File: src/rtl/mips_pkg.sv
// Shared MIPS datapath definitions: register-file geometry and the machine word type
// used by the register file, ALU and data memory.
package mips_pkg;

  localparam int DEF_DATA_WIDTH = 32;
  localparam int DEF_ADDR_WIDTH = 5;

  localparam int REG_COUNT = 2 ** DEF_ADDR_WIDTH;
  localparam int REG_ZERO  = 0;
  localparam int REG_RA    = 31;

  typedef logic [DEF_DATA_WIDTH-1:0] word_t;

endpackage : mips_pkg

File: src/rtl/reg_file_if.sv
// Register-file port bundle: control/index/writeback signals from the datapath,
// read data back to the ALU operand paths.
interface reg_file_if #(
  parameter int DATA_WIDTH = 32,
  parameter int ADDR_WIDTH = 5
);

  logic                  RegWrite;
  logic [ADDR_WIDTH-1:0] ReadReg1;
  logic [ADDR_WIDTH-1:0] ReadReg2;
  logic [ADDR_WIDTH-1:0] WriteReg;
  logic [DATA_WIDTH-1:0] WriteData;
  logic [DATA_WIDTH-1:0] ReadData1;
  logic [DATA_WIDTH-1:0] ReadData2;

  modport master (
    output RegWrite, ReadReg1, ReadReg2, WriteReg, WriteData,
    input  ReadData1, ReadData2
  );

  modport slave (
    input  RegWrite, ReadReg1, ReadReg2, WriteReg, WriteData,
    output ReadData1, ReadData2
  );

endinterface : reg_file_if

File: src/rtl/regfile_bypass_mux.sv
// Per-read-port write-to-read forwarding: returns the in-flight WriteData when the
// port addresses the register being written. Only built with REGFILE_BYPASS_EN.
`ifdef REGFILE_BYPASS_EN
module regfile_bypass_mux #(
  parameter int DATA_WIDTH = 32,
  parameter int ADDR_WIDTH = 5
) (
  input  logic                  rst,
  input  logic                  write_en,
  input  logic [ADDR_WIDTH-1:0] write_idx,
  input  logic [DATA_WIDTH-1:0] write_data,
  input  logic [ADDR_WIDTH-1:0] read_idx,
  input  logic [DATA_WIDTH-1:0] stored_data,
  output logic [DATA_WIDTH-1:0] read_data
);

  logic hit;

  // write_en already excludes register 0, so r0 can never be forwarded.
  assign hit       = !rst && write_en && (write_idx == read_idx);
  assign read_data = hit ? write_data : stored_data;

endmodule : regfile_bypass_mux
`endif

File: src/rtl/reg_file.sv
// MIPS register file: 2**ADDR_WIDTH x DATA_WIDTH, two combinational read ports,
// one synchronous write port, r0 hardwired to zero. Optional bypass: REGFILE_BYPASS_EN.
module reg_file
  import mips_pkg::*;
#(
  parameter int DATA_WIDTH = DEF_DATA_WIDTH,
  parameter int ADDR_WIDTH = DEF_ADDR_WIDTH
) (
  input  logic       clk,
  input  logic       rst,
  reg_file_if.slave  bus
);

  localparam int NUM_REGS = 2 ** ADDR_WIDTH;

  logic [DATA_WIDTH-1:0] entry [NUM_REGS];
  logic                  write_en;
  logic [DATA_WIDTH-1:0] stored1;
  logic [DATA_WIDTH-1:0] stored2;

  assign write_en = bus.RegWrite && (bus.WriteReg != '0);

  // Entry 0 is a constant, so reads of r0 need no special case in the read mux.
  for (genvar gi = 0; gi < NUM_REGS; gi++) begin : g_regs
    if (gi == REG_ZERO) begin : g_zero
      assign entry[gi] = '0;
    end else begin : g_store
      logic [DATA_WIDTH-1:0] value_reg;

      always_ff @(posedge clk) begin
        if (rst) begin
          value_reg <= '0;
        end else if (write_en && (bus.WriteReg == ADDR_WIDTH'(gi))) begin
          value_reg <= bus.WriteData;
        end
      end

      assign entry[gi] = value_reg;
    end
  end

  assign stored1 = entry[bus.ReadReg1];
  assign stored2 = entry[bus.ReadReg2];

`ifdef REGFILE_BYPASS_EN
  regfile_bypass_mux #(
    .DATA_WIDTH (DATA_WIDTH),
    .ADDR_WIDTH (ADDR_WIDTH)
  ) u_bypass1 (
    .rst         (rst),
    .write_en    (write_en),
    .write_idx   (bus.WriteReg),
    .write_data  (bus.WriteData),
    .read_idx    (bus.ReadReg1),
    .stored_data (stored1),
    .read_data   (bus.ReadData1)
  );

  regfile_bypass_mux #(
    .DATA_WIDTH (DATA_WIDTH),
    .ADDR_WIDTH (ADDR_WIDTH)
  ) u_bypass2 (
    .rst         (rst),
    .write_en    (write_en),
    .write_idx   (bus.WriteReg),
    .write_data  (bus.WriteData),
    .read_idx    (bus.ReadReg2),
    .stored_data (stored2),
    .read_data   (bus.ReadData2)
  );
`else
  // Old value until the edge commits: keeps WriteData -> ReadData free of a loop.
  assign bus.ReadData1 = stored1;
  assign bus.ReadData2 = stored2;
`endif

endmodule : reg_file

File: src/flat_wrapper.sv
// flat-port wrapper written by rule: the top's interface ports become plain ports
module reg_file_flat import mips_pkg::*;
#(
  parameter int DATA_WIDTH = DEF_DATA_WIDTH,
  parameter int ADDR_WIDTH = DEF_ADDR_WIDTH
)
  (clk, rst, bus_RegWrite, bus_ReadReg1, bus_ReadReg2, bus_WriteReg, bus_WriteData, bus_ReadData1, bus_ReadData2);
  reg_file_if #(.DATA_WIDTH(DATA_WIDTH), .ADDR_WIDTH(ADDR_WIDTH)) bus_i ();
  input  logic clk;
  input  logic rst;
  input wire logic [$bits(bus_i.RegWrite)-1:0] bus_RegWrite;
  input wire logic [$bits(bus_i.ReadReg1)-1:0] bus_ReadReg1;
  input wire logic [$bits(bus_i.ReadReg2)-1:0] bus_ReadReg2;
  input wire logic [$bits(bus_i.WriteReg)-1:0] bus_WriteReg;
  input wire logic [$bits(bus_i.WriteData)-1:0] bus_WriteData;
  output wire logic [$bits(bus_i.ReadData1)-1:0] bus_ReadData1;
  output wire logic [$bits(bus_i.ReadData2)-1:0] bus_ReadData2;
  assign bus_i.RegWrite = bus_RegWrite;
  assign bus_i.ReadReg1 = bus_ReadReg1;
  assign bus_i.ReadReg2 = bus_ReadReg2;
  assign bus_i.WriteReg = bus_WriteReg;
  assign bus_i.WriteData = bus_WriteData;
  assign bus_ReadData1 = bus_i.ReadData1;
  assign bus_ReadData2 = bus_i.ReadData2;
  reg_file #(.DATA_WIDTH(DATA_WIDTH), .ADDR_WIDTH(ADDR_WIDTH)) u_core (.clk(clk), .rst(rst), .bus(bus_i));
endmodule
File: config.mk
export PLATFORM = sky130hd
export DESIGN_NAME = reg_file_flat
export DESIGN_NICKNAME = d
export VERILOG_FILES = /design/src/rtl/mips_pkg.sv /design/src/rtl/reg_file_if.sv /design/src/rtl/regfile_bypass_mux.sv /design/src/rtl/reg_file.sv /design/src/flat_wrapper.sv
export SDC_FILE = /design/constraint.sdc
export NUM_CORES = 2
export LEC_CHECK = 0
export ABC_AREA = 1
export ABC_CLOCK_PERIOD_IN_PS = 2050
export CORE_ASPECT_RATIO = 2
export CORE_MARGIN = 5
export CORE_UTILIZATION = 50
export CTS_CLUSTER_SIZE = 14
export DETAILED_ROUTE_END_ITERATION = 8
export PLACE_DENSITY = 0.66
export SLEW_MARGIN = 25
export SYNTH_ARGS = -nofsm -noshare
export SYNTH_HDL_FRONTEND = slang
export SYNTH_HIERARCHICAL = 1
export SYNTH_SLANG_ARGS = --single-unit
export TNS_END_PERCENT = 1
File: constraint.sdc
create_clock -name clk -period 2.05 [get_ports clk]
set_input_delay 0.41 -clock clk [delete_from_list [all_inputs] [get_ports clk]]
set_output_delay 0.41 -clock clk [all_outputs]
set_load 0.02 [all_outputs]
==> flow_summary.yaml <==
worst_setup_path:
  end_kind: "primary output"
  slowest_stage: "buf_4"
  crit_top_cell: "nand2_1"
  cpPeakStageDelay_ns: 0.27
  crit_required_ns: 1.64
  cp-start-kind: "primary input"
  path_class: "in -> out"
  crit_chain: "buf_16 -> buf_16 -> buf_4 -> nand2_1 -> nand3_1 -> nand3_2 -> nand2_1 -> nand2_1 -> nand2_1 -> nand2_2 -> nand2_4 -> buf_6"
  arrival_ns: 2.02
  crit_fanout: 17
  rr_worst_depth: 3
logic_synthesis:
  synth_area_leader_cell: "dfxtp_1"
  syn_area_um2: 54400
  synth_warnings: 6
  synthTopCellsByArea: "dfxtp_1 (37%), nand2_1 (20%), nand3_1 (17%)"
  synthCells: 8906
  yosys_register_bits: 992
  yosysSeqAreaShare_pct: 36.5
  yosysTopAreaCellShare_pct: 36.5
  post_synth.cell_area_avg_um2: 6.10
  yosysUniqueCellTypes: 19
  syn-num-nets: 8956
timing:
  fmax_mhz: 412
  finClkSkew_ns: 0
  slew_headroom_pct: 58.1
  finalMaxSlewViolations: 0
  setup_viol: 64
  final.period_utilization_pct: 118
  hold_viol: 0
  worst_pin_slew_ns: 0.628
  grt_setup_unrepaired: "true"
  finalCriticalPeriod_ns: 2.43
  worst_slack_ns: -0.375
cells_and_area:
  largest_reg_flops: 992
  final_cell_mix: "nand2_1 (2803), nand3_1 (1839), a21oi_1 (992)"
  nNetsFinal: 9090
  fin_area_um2: 68100
  fillCellCount: 9957
  area.growth.synth_to_final_pct: 25.3
  final_common_cell: "nand2_1"
  drive_gt1_share_pct: 17.2
floorplan:
  start_util_pct: 50.2
  coreArea_um2: 108000
  io_pins: 114
  dieHeight_um: 476
  rows: 171
  die_w_um: 243
  dieArea_um2: 116000
global_routing:
  grt_usage_pct: 41.4
  grt_pass1_wl_mm: 376
  grt_pass1_vias: 61380
  antenna_found_initial: 6
  grt.overflow.total: 0
  grt_max_degree: 144
detailed_routing:
  via_count: 65664
  dr.pass1.iters: 9
  routed_wl_mm: 255
  post_drt_wl_per_cell_um: 24.2
  drc: 0
  drtIter0Drc: 9106
  via_per_inst: 6.25
  ant_nets: 0
cts:
  clk_pin_slew_ns: 0.06
  cts_hold_buf: 0
  cts_tree: "done"
  ctsRootBufferMaster: "clkbuf_16"
  clock_path_buffers: 3
  cts_buffers: 95
  clock_latency_ns: 0.71
  numClockSinks: 992
  cts-htree-levels: 3
place:
  gp_congestion: 0.975
  dpl.hpwl_mm: 162
  place_area_um2: 62500
  io_buffers: 113
job:
  cap_violations: 0
pwr:
  totalPowerFinal_w: 0.0462
  p_leak_nw: 27.2
  peakVddDrop_v: 0.000703
  power_density_nw_per_um2: 678
worst_hold_path:
  whs_path_depth: 2
  hold_class: "in -> reg"
outcome:
  violations: "setup timing"
  status: "complete, but fails checks"
worst paths after layout:
check	startpoint	endpoint	slack, ns
worst min-delay path	rst	u_core/g_regs[1].g_store.value_reg[19]$_SDFFE_PP0P_	0.03
worst min register to register	u_core/g_regs[16].g_store.value_reg[15]$_SDFFE_PP0P_	u_core/g_regs[16].g_store.value_reg[15]$_SDFFE_PP0P_	0.45
worst max register to register	u_core/g_regs[31].g_store.value_reg[10]$_SDFFE_PP0P_	u_core/g_regs[31].g_store.value_reg[10]$_SDFFE_PP0P_	1.24
worst max-delay path	bus_ReadReg1[0]	bus_ReadData1[17]	-0.38
worst max-delay path, delay by kind of cell:
family / cells / cell delay (ns)
buffers and inverters: 4 / 0.80
AND/OR/NAND/NOR: 8 / 0.74
kinds of logic (layout without fill, tap and decap cells):
logic type             Yosys count  after routing  share of synthesized area, %
other                            0              6                             0
flip-flops                     992            992                          36.5
AO/OA/AOI/OAI                 1696           1696                          15.6
buffers and inverters         1360           1571                          9.77
AND/OR/NAND/NOR               4858           4858                          38.1
per-layer routing:
layer / track usage [%] / vias to the layer above / wire length (um) / share of wire (%)
li1: - / 29510 / - / -
met1: 48.5 / 30026 / 87900 / 35
met2: 65.3 / 4677 / 112000 / 44
met3: 9.33 / 1449 / 29400 / 12
met4: 32.7 / 2 / 25400 / 10
met5: 0 / - / 13 / 0.0051
metrics by stage:
step / TNS, ns / hold WS, ns / instances / worst slack [ns] / utilization (%)
2_1_floorplan: -1.20 / 0.437 / 8906 / -0.0199 / -
3_5_place_dp: -288.21 / 0.449 / 10281 / -0.781 / 57.7
3_3_place_gp: -273.18 / 0.445 / 10281 / -0.790 / 57.7
5_1_grt: -19.50 / 0.0175 / 10506 / -0.391 / 62.9
4_1_cts: -15.52 / 0.000914 / 10485 / -0.335 / 62.1
6_report: -15.84 / 0.0335 / 10507 / -0.375 / 62.9
Yosys cell counts:
master / count
nand2_1: 2939
nand3_1: 1898
a21oi_1: 992
dfxtp_1: 992
o21ai_0: 655
clkbuf_1: 582
inv_1: 491
buf_2: 164
buf_1: 78
o21ai_1: 49
clkinv_1: 33
inv_2: 10
nor2_4: 8
nor2_1: 5
nor2_2: 5
clkbuf_2: 2
nand2_4: 1
nor3_1: 1
nor3_4: 1
power breakdown:
| part | internal (W) | switching [W] |
|---|---|---|
| combinational | 0.00280 | 0.00509 |
| clock | 0.0104 | 0.00831 |
| sequential | 0.0195 | 0.000151 |
layout make-up:
| cell class | instances | area, um2 | share of cell area (%) |
|---|---|---|---|
| diodes | 6 | 15.0 | 0.0220 |
| clock buffers | 148 | 2900 | 4.26 |
| clock inverters | 26 | 285 | 0.419 |
| inverters | 534 | 2110 | 3.10 |
| multi-input cells | 6554 | 30000 | 44.0 |
| flip-flops and latches | 992 | 20300 | 29.8 |
| well taps | 1384 | 1730 | 2.54 |
| repair buffers | 862 | 10800 | 15.8 |
| repair inverters | 1 | 11.3 | 0.0165 |
repair_timing:
item,CTS,global route
setup buffers,12,13
endpoints found under the setup margin,64,64
pin swaps,25,53
gates cloned,18,4
resized for setup,631,295
No activity file was read; power rests on OpenSTA's default activity.
